[src/rtl/xadc_temp_monitor.sv]
// xadc_temp_monitor: consumes the XADC DRP read stream, keeps the latest
// supply codes, box-car averages the die temperature, tracks the peak
// average, flags over-temperature with hysteresis and offers each average
// as a one-entry valid/ready report.
module xadc_temp_monitor #(
   parameter logic [4:0]  TEMP_CH   = 5'd0,
   parameter logic [4:0]  VCCINT_CH = 5'd1,
   parameter logic [4:0]  VCCAUX_CH = 5'd2,
   parameter int unsigned AVG_LOG2  = 3,
   parameter logic [11:0] TEMP_HI   = 12'hB5F,
   parameter logic [11:0] TEMP_LO   = 12'hB0E
) (
   input  logic        clk,
   input  logic        reset,
   input  logic [15:0] adc_data,
   input  logic [4:0]  adc_channel,
   input  logic        adc_drdy,
   input  logic        clr_max,
   output logic [11:0] temp_avg,
   output logic [11:0] temp_max,
   output logic [11:0] vccint_code,
   output logic [11:0] vccaux_code,
   output logic        over_temp,
   output logic        rpt_valid,
   input  logic        rpt_ready,
   output logic [11:0] rpt_data,
   output logic        rpt_ovf
);

   localparam int unsigned ACC_W = 12 + AVG_LOG2;
   localparam logic [AVG_LOG2-1:0] CNT_LAST = '1;

   logic [11:0]         code;
   logic [3:0]          unused_nibble;
   logic                temp_hit;
   logic [ACC_W-1:0]    acc;
   logic [ACC_W-1:0]    acc_sum;
   logic [AVG_LOG2-1:0] cnt;
   logic                avg_done;

   // Decode the DRP word and form the running sum including the current sample
   always_comb begin
      code          = adc_data[15:4];
      unused_nibble = adc_data[3:0];
      temp_hit      = adc_drdy && (adc_channel == TEMP_CH);
      acc_sum       = acc + ACC_W'(code);
   end

   // Latch the most recent supply-voltage codes
   always_ff @(posedge clk) begin
      if (!reset) begin
         vccint_code <= '0;
         vccaux_code <= '0;
      end else if (adc_drdy) begin
         if (adc_channel == VCCINT_CH) vccint_code <= code;
         if (adc_channel == VCCAUX_CH) vccaux_code <= code;
      end
   end

   // Accumulate temperature samples; on the last one publish the truncated mean
   always_ff @(posedge clk) begin
      if (!reset) begin
         acc      <= '0;
         cnt      <= '0;
         temp_avg <= '0;
         avg_done <= 1'b0;
      end else begin
         avg_done <= 1'b0;
         if (temp_hit) begin
            if (cnt == CNT_LAST) begin
               temp_avg <= acc_sum[ACC_W-1:AVG_LOG2];
               acc      <= '0;
               cnt      <= '0;
               avg_done <= 1'b1;
            end else begin
               acc <= acc_sum;
               cnt <= cnt + AVG_LOG2'(1);
            end
         end
      end
   end

   // Hysteretic over-temperature flag and peak tracking on each new average
   always_ff @(posedge clk) begin
      if (!reset) begin
         over_temp <= 1'b0;
         temp_max  <= '0;
      end else if (avg_done) begin
         if (temp_avg >= TEMP_HI)
            over_temp <= 1'b1;
         else if (temp_avg < TEMP_LO)
            over_temp <= 1'b0;
         // a clear coinciding with an update restarts the peak at this average
         if (clr_max || (temp_avg > temp_max))
            temp_max <= temp_avg;
      end else if (clr_max) begin
         temp_max <= '0;
      end
   end

   // One-entry report buffer: a new average overwrites an unaccepted one and marks overflow
   always_ff @(posedge clk) begin
      if (!reset) begin
         rpt_valid <= 1'b0;
         rpt_data  <= '0;
         rpt_ovf   <= 1'b0;
      end else if (avg_done) begin
         rpt_valid <= 1'b1;
         rpt_data  <= temp_avg;
         if (rpt_valid && !rpt_ready)
            rpt_ovf <= 1'b1;
      end else if (rpt_valid && rpt_ready) begin
         rpt_valid <= 1'b0;
      end
   end

endmodule
[config.mk]
export PLATFORM = sky130hd
export DESIGN_NAME = xadc_temp_monitor
export DESIGN_NICKNAME = d
export VERILOG_FILES = /design/src/rtl/xadc_temp_monitor.sv
export SDC_FILE = /design/constraint.sdc
export NUM_CORES = 1
export LEC_CHECK = 0
export BUFFER_PORTS_ARGS = -buffer_cell sky130_fd_sc_hd__buf_2
export CAP_MARGIN = 20
export CORE_MARGIN = 5
export CORE_UTILIZATION = 58
export DETAILED_ROUTE_END_ITERATION = 8
export GPL_ROUTABILITY_DRIVEN = 0
export HOLD_SLACK_MARGIN = 0.02
export PLACE_DENSITY = 0.82
export SKIP_CTS_REPAIR_TIMING = 1
export SYNTH_ARGS = -nofsm -noshare
export SYNTH_HDL_FRONTEND = slang
export SYNTH_SLANG_ARGS = --single-unit
[constraint.sdc]
create_clock -name clk -period 3.64 [get_ports clk]
set_input_delay 0 -clock clk [delete_from_list [all_inputs] [get_ports clk]]
set_output_delay 0 -clock clk [all_outputs]
set_load 0.01 [all_outputs]
# Word level (Yosys, flattened, before mapping)
# Index checks and enable logic that the tools add are counted.
# Widths: inputs -> output; s select.
[totals]
regBits = 82
wordCells = 46
[classes]
add_sub_neg = 2
n_lt_le_gt_ge = 3
n_eq_ne = 4
mux = 10
n_reduce_logical = 16
[op_table]
columns = ["operator", "count"]
rows = [
  ["$mux 12", 3],
  ["$add 15x12->15", 1],
  ["$mux 15", 1],
  ["$reduce_and 2->1", 7],
  ["$ge 12x12->1 const B", 1],
  ["$gt 12x12->1", 1],
  ["$lt 12x12->1 const B", 1],
  ["$reduce_bool 2->1", 3],
  ["$eq 5x1->1 const B", 1],
  ["$eq 5x2->1 const B", 1],
  ["$logic_not 5->1", 1],
  ["$mux 1", 5],
  ["$add 3x1->3 const B", 1],
  ["$eq 3x3->1 const B", 1],
  ["$logic_and 1x1->1", 3],
  ["$mux 3", 1],
  ["$ne 2x1->1 const B", 1],
  ["$logic_not 1->1", 1],
  ["$logic_or 1x1->1", 1],
]

# Longest topological paths before layout
# Gate-level depths: netlist (run 1).
[logic_depth]
ltp_word = 4
depth_mapped = 9

# Worst setup path before layout (run 1)
# OpenSTA, ideal clock, no wires.
[synth_path]
path_kind = "register to register"
start = "register temp_max[7]"
end = "register temp_max[6]"
setup_ps = 117
arrival_time_ps = 1967
t_required_ps = 3523
path_slack_ps = 1556
stages_incl_launch_ff = 10
synth_period_minus_slack_ps = 2084
cell_sequence = "dfxtp_1 > inv_1 > ha_1 > nand2_1 > or3_1 > a21o_1 > a31oi_1 > nor3_1 > buf_2 > a22o_1"
[synth_via]
elab_chain_cells = 4
[synth_lines]
columns = ["element", "line", "rtl"]
rows = [
  ["start: declaration", "20", "output logic [11:0] temp_max,"],
  ["start signal: assignment", "95", "temp_max <= temp_avg;"],
  ["$gt 12x12->1", "94", "if (clr_max || (temp_avg > temp_max))"],
  ["$logic_or 1x1->1", "94", ""],
  ["$ne 2x1->1 (no source line)", "--", ""],
  ["$reduce_and 2->1 (no source line)", "--", ""],
]
# Every way passes these cells.
# A chain may end at the register's enable or synchronous reset.

# Final worst setup path (run 1)
[layout_path]
start = "input port adc_data[4]"
end = "register temp_avg[9]"
[layout_via]
elab_chain_cells = 1
[layout_lines]
columns = ["element", "line", "rtl"]
rows = [
  ["start: declaration", "15", "input logic [15:0] adc_data,"],
  ["$add 15x12->15", "46", "acc_sum = acc + ACC_W'(code);"],
  ["end signal: assignment", "71", "temp_avg <= acc_sum[ACC_W-1:AVG_LOG2];"],
  ["end: declaration", "19", "output logic [11:0] temp_avg,"],
]
# Every way passes these cells.

==> flow_metrics.py, run 1 <==
metrics = {
    "die": {
        "rows": 30,
        "io_pins": 89,
        "dieArea_um2": 8540,
        "die_height_um": 92.4,
        "initial_core_util_pct": 58.7,
        "die_w_um": 92.4,
        "core_um2": 6720,
    },
    "sta": {
        "setup_violations": 0,
        "fin_crit_ns": 2.48,
        "max_freq_ghz": 0.403,
        "rsz0062_at_grt": "no",
        "maxSlewViolCount": 0,
        "min_period_over_period_pct": 68.2,
        "clock_skew_ns": 0.0150,
        "worst_slew_pin_slew_ns": 0.871,
        "hold_ws_ns": -0.00165,
        "hold_viol": 1,
        "slew_headroom_pct": 41.6,
        "final.setup.tns_ns": 0,
    },
    "setup_path": {
        "worstPathRequired_ns": 3.87,
        "crit_buf_inv": 2,
        "worstPathCellList": "dlygate4sd3_1, buf_2, ha_1, fa_1, a211oi_1, o21ai_0, nand3_1, nand2_1, o311ai_0",
        "cp_top_family": "compound AO/OA/AOI/OAI gates",
        "worstSetupPathType": "in -> reg",
        "cp_slowest_cell": "dlygate4sd3_1",
        "reg2reg_from": "acc[0]",
        "critPathMaxStageDelay_ns": 0.53,
        "path_depth": 9,
        "critPathMaxFanout": 7,
        "r2r-end": "temp_avg[9]",
        "setup.worst_path.start_class": "primary input",
        "r2r_slack_ns": 1.19,
        "worstSetupEndpoint": "temp_avg[9]",
        "worstSetupStartpoint": "adc_data[4]",
        "worstRegToRegCells": 7,
        "end_kind": "register",
        "cp.arrival_ns": 2.72,
    },
    "clock_tree": {
        "clock_path_buffers": 2,
        "cts.htree.levels": 3,
        "clkSlewWorstSetupHoldPaths_ns": 0.09,
        "cts_buffers": 9,
        "cts_tree": "yes",
        "cts_root_buf": "clkbuf_8",
        "clkSinkCount": 82,
        "worstSkewPairLatency_ns": 0.35,
    },
    "global_route": {
        "antenna_found_initial": 0,
        "grt_max_degree": 35,
        "grtUsageTotal_pct": 22.8,
        "grt_pass1_wl_um": 15900,
        "overflow": 0,
        "grt_pass1_vias": 3455,
    },
    "synthesis": {
        "ys_seq_area_share_pct": 41.7,
        "synth-edff-count": 0,
        "synth_top_area_cell": "dfxtp_1",
        "synth_common_cells": "dfxtp_1, nand2_1, a21oi_1",
        "syn_avg_cell_area_um2": 8.74,
        "synthTopCellsByArea": "dfxtp_1, ha_1, mux2i_1, a21oi_1, nand2_1",
        "synth.most_common_cell": "dfxtp_1",
        "netlist_area_um2": 3940,
        "yosysTopAreaCellShare_pct": 41.7,
        "async_flop_share_pct": 0,
        "ys.warnings.count": 0,
        "ys_types": 53,
        "synth-seq-cells": 82,
        "syn_nets": 504,
        "synth_cells": 451,
        "synth_ff_type": "dfxtp_1",
    },
    "power": {
        "ir_worst_vdd_mv": 0.208,
        "powerDensity_nw_per_um2": 346,
        "p_leak_nw": 2.16,
        "power.total_w": 0.00163,
    },
    "worst_hold_path": {
        "holdCritPathClass": "in -> reg",
    },
    "status": {
        "violations": "hold timing",
        "status": "complete, but fails checks",
    },
    "placement": {
        "placed_area_um2": 4390,
        "placed_cells": 592,
        "numPortBuffers": 84,
        "dp_hpwl_um": 7020,
    },
    "layout": {
        "layout-drive-gt1-share_pct": 20.0,
        "num_antenna_cells": 0,
        "utilization_pct": 70.1,
        "area_growth_pct": 19.5,
        "multi_input_area_um2": 2120,
        "nets": 589,
        "final_cell_area_um2": 4710,
        "fillers": 534,
        "final_cells": 621,
        "regArea_um2": 1640,
    },
    "detailed_routing": {
        "ant_nets": 0,
        "initialDrtViolationCount": 219,
        "vias_per_cell": 5.94,
        "vias": 3688,
        "routedWlPerCell_um": 16.2,
        "drc": 0,
        "routed_wirelength_um": 10100,
        "first_pass_iters": 5,
    },
    "job": {
        "maxCapViolations": 0,
    },
}
[tightest hold or removal path: stages]
cell       delay (ns)
buf_2            0.10
o21ai_0          0.09
o2bb2ai_1        0.13
[cells in the final DEF (no fill, tap or decap), types with 15 or more instances in the layout]
| master | n |
|---|---|
| inv_1 | 15 |
| a21oi_1 | 42 |
| nand2_1 | 50 |
| dfxtp_1 | 82 |
| mux2i_1 | 23 |
| ha_1 | 26 |
| nor2_1 | 41 |
| nand3_1 | 19 |
| o21ai_0 | 22 |
| buf_2 | 84 |
[sequential cells by signal (all words and copies together) (netlist names)]
name	flops
temp_max	12
cnt	3
vccaux_code	12
vccint_code	12
rpt_valid	1
temp_avg	12
rpt_data	12
over_temp	1
acc	15
rpt_ovf	1
avg_done	1
[kinds of logic after synthesis]
| family | after synthesis | synth area share (%) |
|---|---|---|
| AND/OR/NAND/NOR | 148 | 17.7 |
| multiplexers | 23 | 5.84 |
| adder cells (fa/ha/maj) | 27 | 8.76 |
| AO/OA/AOI/OAI | 118 | 19.4 |
| flip-flops | 82 | 41.7 |
| buffers and inverters | 43 | 4.44 |
| XOR/XNOR | 10 | 2.22 |
[through the flow]
step	hold slack [ns]	setup slack [ns]
after floorplan	0.144	1.56
after global placement	0.277	1.37
after detailed placement	0.290	1.29
final	-0.00165	1.16
after CTS	-0.0848	1.20
after global routing	0.0321	1.04
[final cells by class]
class / instances / area share (%)
repair buffers: 101 / 12.6
clock buffers: 11 / 3.21
clock inverters: 5 / 0.824
flip-flops and latches: 82 / 34.9
multi-input cells: 326 / 45.1
inverters: 16 / 1.28
well taps: 80 / 2.13
[metal layers]
| layer | vias to the layer above | part of all wire (%) | track usage, % |
|---|---|---|---|
| li1 | 1786 | - | - |
| met1 | 1761 | 43 | 27.9 |
| met2 | 118 | 50 | 39.2 |
| met3 | 23 | 5.3 | 5.04 |
| met4 | 0 | 2.1 | 8.66 |
| met5 | - | 0 | 0 |
[power by group]
part	internal [W]	leakage [nW]	switching, W
combinational	0.0000434	1.41	0.0000643
sequential	0.000901	0.661	0.00000373
clock	0.000287	0.0955	0.000330
[worst min path at each step]
stage	start	endpoint	slack, ns	depth (start not counted)
after floorplan	adc_data[4]	vccaux_code[0]	0.14	2
after global placement	adc_data[10]	vccaux_code[6]	0.28	3
after detailed placement	rpt_ready	rpt_valid	0.29	4
after CTS	adc_data[9]	vccint_code[5]	-0.08	3
after global routing	adc_channel[1]	cnt[1]	0.03	4
final	clr_max	temp_max[11]	-0.002	3
Note: power is estimated with default switching activity, not from simulation.
==> run 2: changes to the inputs <==
--- a/config.mk
+++ b/config.mk
@@ -8,11 +8,11 @@
 export BUFFER_PORTS_ARGS = -buffer_cell sky130_fd_sc_hd__buf_2
 export CAP_MARGIN = 20
 export CORE_MARGIN = 5
-export CORE_UTILIZATION = 58
+export CORE_UTILIZATION = 49
 export DETAILED_ROUTE_END_ITERATION = 8
 export GPL_ROUTABILITY_DRIVEN = 0
 export HOLD_SLACK_MARGIN = 0.02
-export PLACE_DENSITY = 0.82
+export PLACE_DENSITY = 0.73
 export SKIP_CTS_REPAIR_TIMING = 1
 export SYNTH_ARGS = -nofsm -noshare
 export SYNTH_HDL_FRONTEND = slang
==> constraint.sdc (replaced) <==
create_clock -name clk -period 2.1 [get_ports clk]
set_input_delay 0 -clock clk [delete_from_list [all_inputs] [get_ports clk]]
set_output_delay 0 -clock clk [all_outputs]
set_load 0.01 [all_outputs]
==> flow_metrics.py, run 2 (synthesis results as in run 1) <==
metrics = {
    "sta": {
        "max_freq_ghz": 0.452,
        "final.setup.tns_ns": -1.06,
        "hold_viol": 0,
        "finalWorstSetupSlack_ns": -0.113,
        "slew_headroom_pct": 53.3,
        "hold_ws_ns": 0.0566,
        "setup_violations": 11,
        "worst_slew_pin_slew_ns": 0.700,
        "maxSlewViolCount": 0,
        "clock_skew_ns": 0.00945,
        "min_period_over_period_pct": 105,
        "fin_crit_ns": 2.21,
        "rsz0062_at_grt": "yes",
    },
    "detailed_routing": {
        "initialDrtViolationCount": 241,
        "vias_per_cell": 5.60,
        "first_pass_iters": 5,
        "ant_nets": 0,
        "routed-wl-met3_um": 795,
        "met1Wirelength_um": 4760,
        "drc": 0,
        "routedWlPerCell_um": 16.1,
        "highest_layer": "met4",
        "wl_met2_um": 5310,
        "routed_wirelength_um": 11100,
        "vias": 3844,
    },
    "layout": {
        "layout_commonest_cell": "buf_2",
        "fillers": 624,
        "final_cells": 686,
        "regArea_um2": 1650,
        "num_antenna_cells": 0,
        "largest-register": "acc",
        "layout-drive-gt1-share_pct": 31.5,
        "multi_input_area_um2": 2330,
        "utilization_pct": 67.7,
        "largest_register_ffs": 15,
        "area_growth_pct": 33.4,
        "nets": 632,
        "most-common-layout-cells": "buf_2, dfxtp_1, nand2_1",
    },
    "setup_path": {
        "worstRegToRegCells": 10,
        "cp_slowest_cell": "or3_4",
        "path_depth": 10,
        "worstPathCellList": "inv_1, ha_1, nand2_2, or3_4, o21ai_2, a31oi_2, buf_4, o211a_1, buf_6, a22o_1",
        "crit_buf_inv": 3,
        "worstSetupPathType": "reg -> reg",
        "worstPathRequired_ns": 2.35,
        "end_kind": "register",
        "worstSetupEndpoint": "temp_max[1]",
        "worstSetupStartpoint": "temp_max[6]",
        "reg2reg_from": "temp_max[6]",
        "cp_top_family": "compound AO/OA/AOI/OAI gates",
        "critPathMaxStageDelay_ns": 0.40,
        "setup.worst_path.start_class": "register",
        "r2r-end": "temp_max[1]",
        "critPathMaxFanout": 5,
        "cp.arrival_ns": 2.46,
        "r2r_slack_ns": -0.11,
    },
    "die": {
        "dieArea_um2": 9940,
        "die_w_um": 99.7,
        "core_um2": 7770,
        "die_height_um": 99.7,
        "io_pins": 89,
        "initial_core_util_pct": 50.7,
        "rows": 32,
    },
    "power": {
        "ir_worst_vdd_mv": 0.382,
        "powerDensity_nw_per_um2": 527,
        "p_leak_nw": 2.39,
    },
    "clock_tree": {
        "cts_buffers": 9,
        "worstSkewPairLatency_ns": 0.36,
        "cts_root_buf": "clkbuf_8",
        "clkSlewWorstSetupHoldPaths_ns": 0.08,
        "cts_tree": "yes",
        "cts.htree.levels": 3,
        "clock_path_buffers": 2,
        "clkSinkCount": 82,
    },
    "status": {
        "violations": "setup timing",
        "status": "complete, but fails checks",
    },
    "global_route": {
        "grtUsageTotal_pct": 21.2,
        "grt_pass1_wl_um": 17000,
        "overflow": 0,
        "grt_max_degree": 60,
        "antenna_found_initial": 0,
        "grt_pass1_vias": 3590,
    },
    "placement": {
        "numPortBuffers": 84,
        "dp_hpwl_um": 7810,
        "placed_cells": 654,
        "pre_cts_ws_ns": -0.264,
    },
    "worst_hold_path": {
        "holdCritPathClass": "in -> reg",
    },
    "job": {
        "maxCapViolations": 0,
    },
}
run 2: changes by cell type in the layout (fill, tap and decap cells not counted), moves of 4 or more:
cell and change:
buf_4 +40, dfxtp_1 -8, dfxtp_2 +8, ha_1 -10, ha_4 +9, o21ai_0 -8, o21ai_1 +4, o21ai_2 +4
run 2: how the worst min path moves through the flow:
stage / from / end / slack, ns / cells after the start
CTS: adc_data[6] / vccint_code[2] / -0.10 / 3
finish: adc_channel[0] / vccint_code[1] / 0.06 / 3
global route: adc_channel[0] / vccint_code[4] / 0.07 / 3
detailed placement: adc_data[9] / vccaux_code[5] / 0.29 / 3
global placement: adc_data[8] / vccaux_code[4] / 0.28 / 3
floorplan: adc_data[4] / vccaux_code[0] / 0.14 / 2
run 2: power breakdown:
group / internal, W / switching, W
logic: 0.0000886 / 0.000119
clock network: 0.000426 / 0.000570
registers: 0.00156 / 0.00000669
total: 0.00208 / 0.000696
run 2: layout make-up:
type	count	area share, %
multi-input combinational	326	44.3
sequential	82	31.4
timing repair buffer	144	17.6
clock buffer	11	2.50
tap	102	2.43
inverter	16	1.14
clock inverter	5	0.595
run 2: tightest hold or removal path: cells and delay by family:
kind | cells | cell delay (ns)
buf+inv | 1 | 0.21
simple gates | 1 | 0.12
compound gates | 1 | 0.05
run 2: per-stage QoR:
step                area [um^2]  total power [W]
finish                     5260          0.00277
global placement           4710          0.00177
CTS                        4880          0.00276
detailed placement         4720          0.00178
floorplan                  3940          0.00171
global route               5260          0.00290
run 2: routing by layer:
| metal | global-route usage (%) | vias up |
|---|---|---|
| met3 | 6.03 | 22 |
| met1 | 26.6 | 1795 |
| met5 | 0 | - |
| met2 | 34.7 | 159 |
| li1 | - | 1868 |
| met4 | 7.77 | 0 |
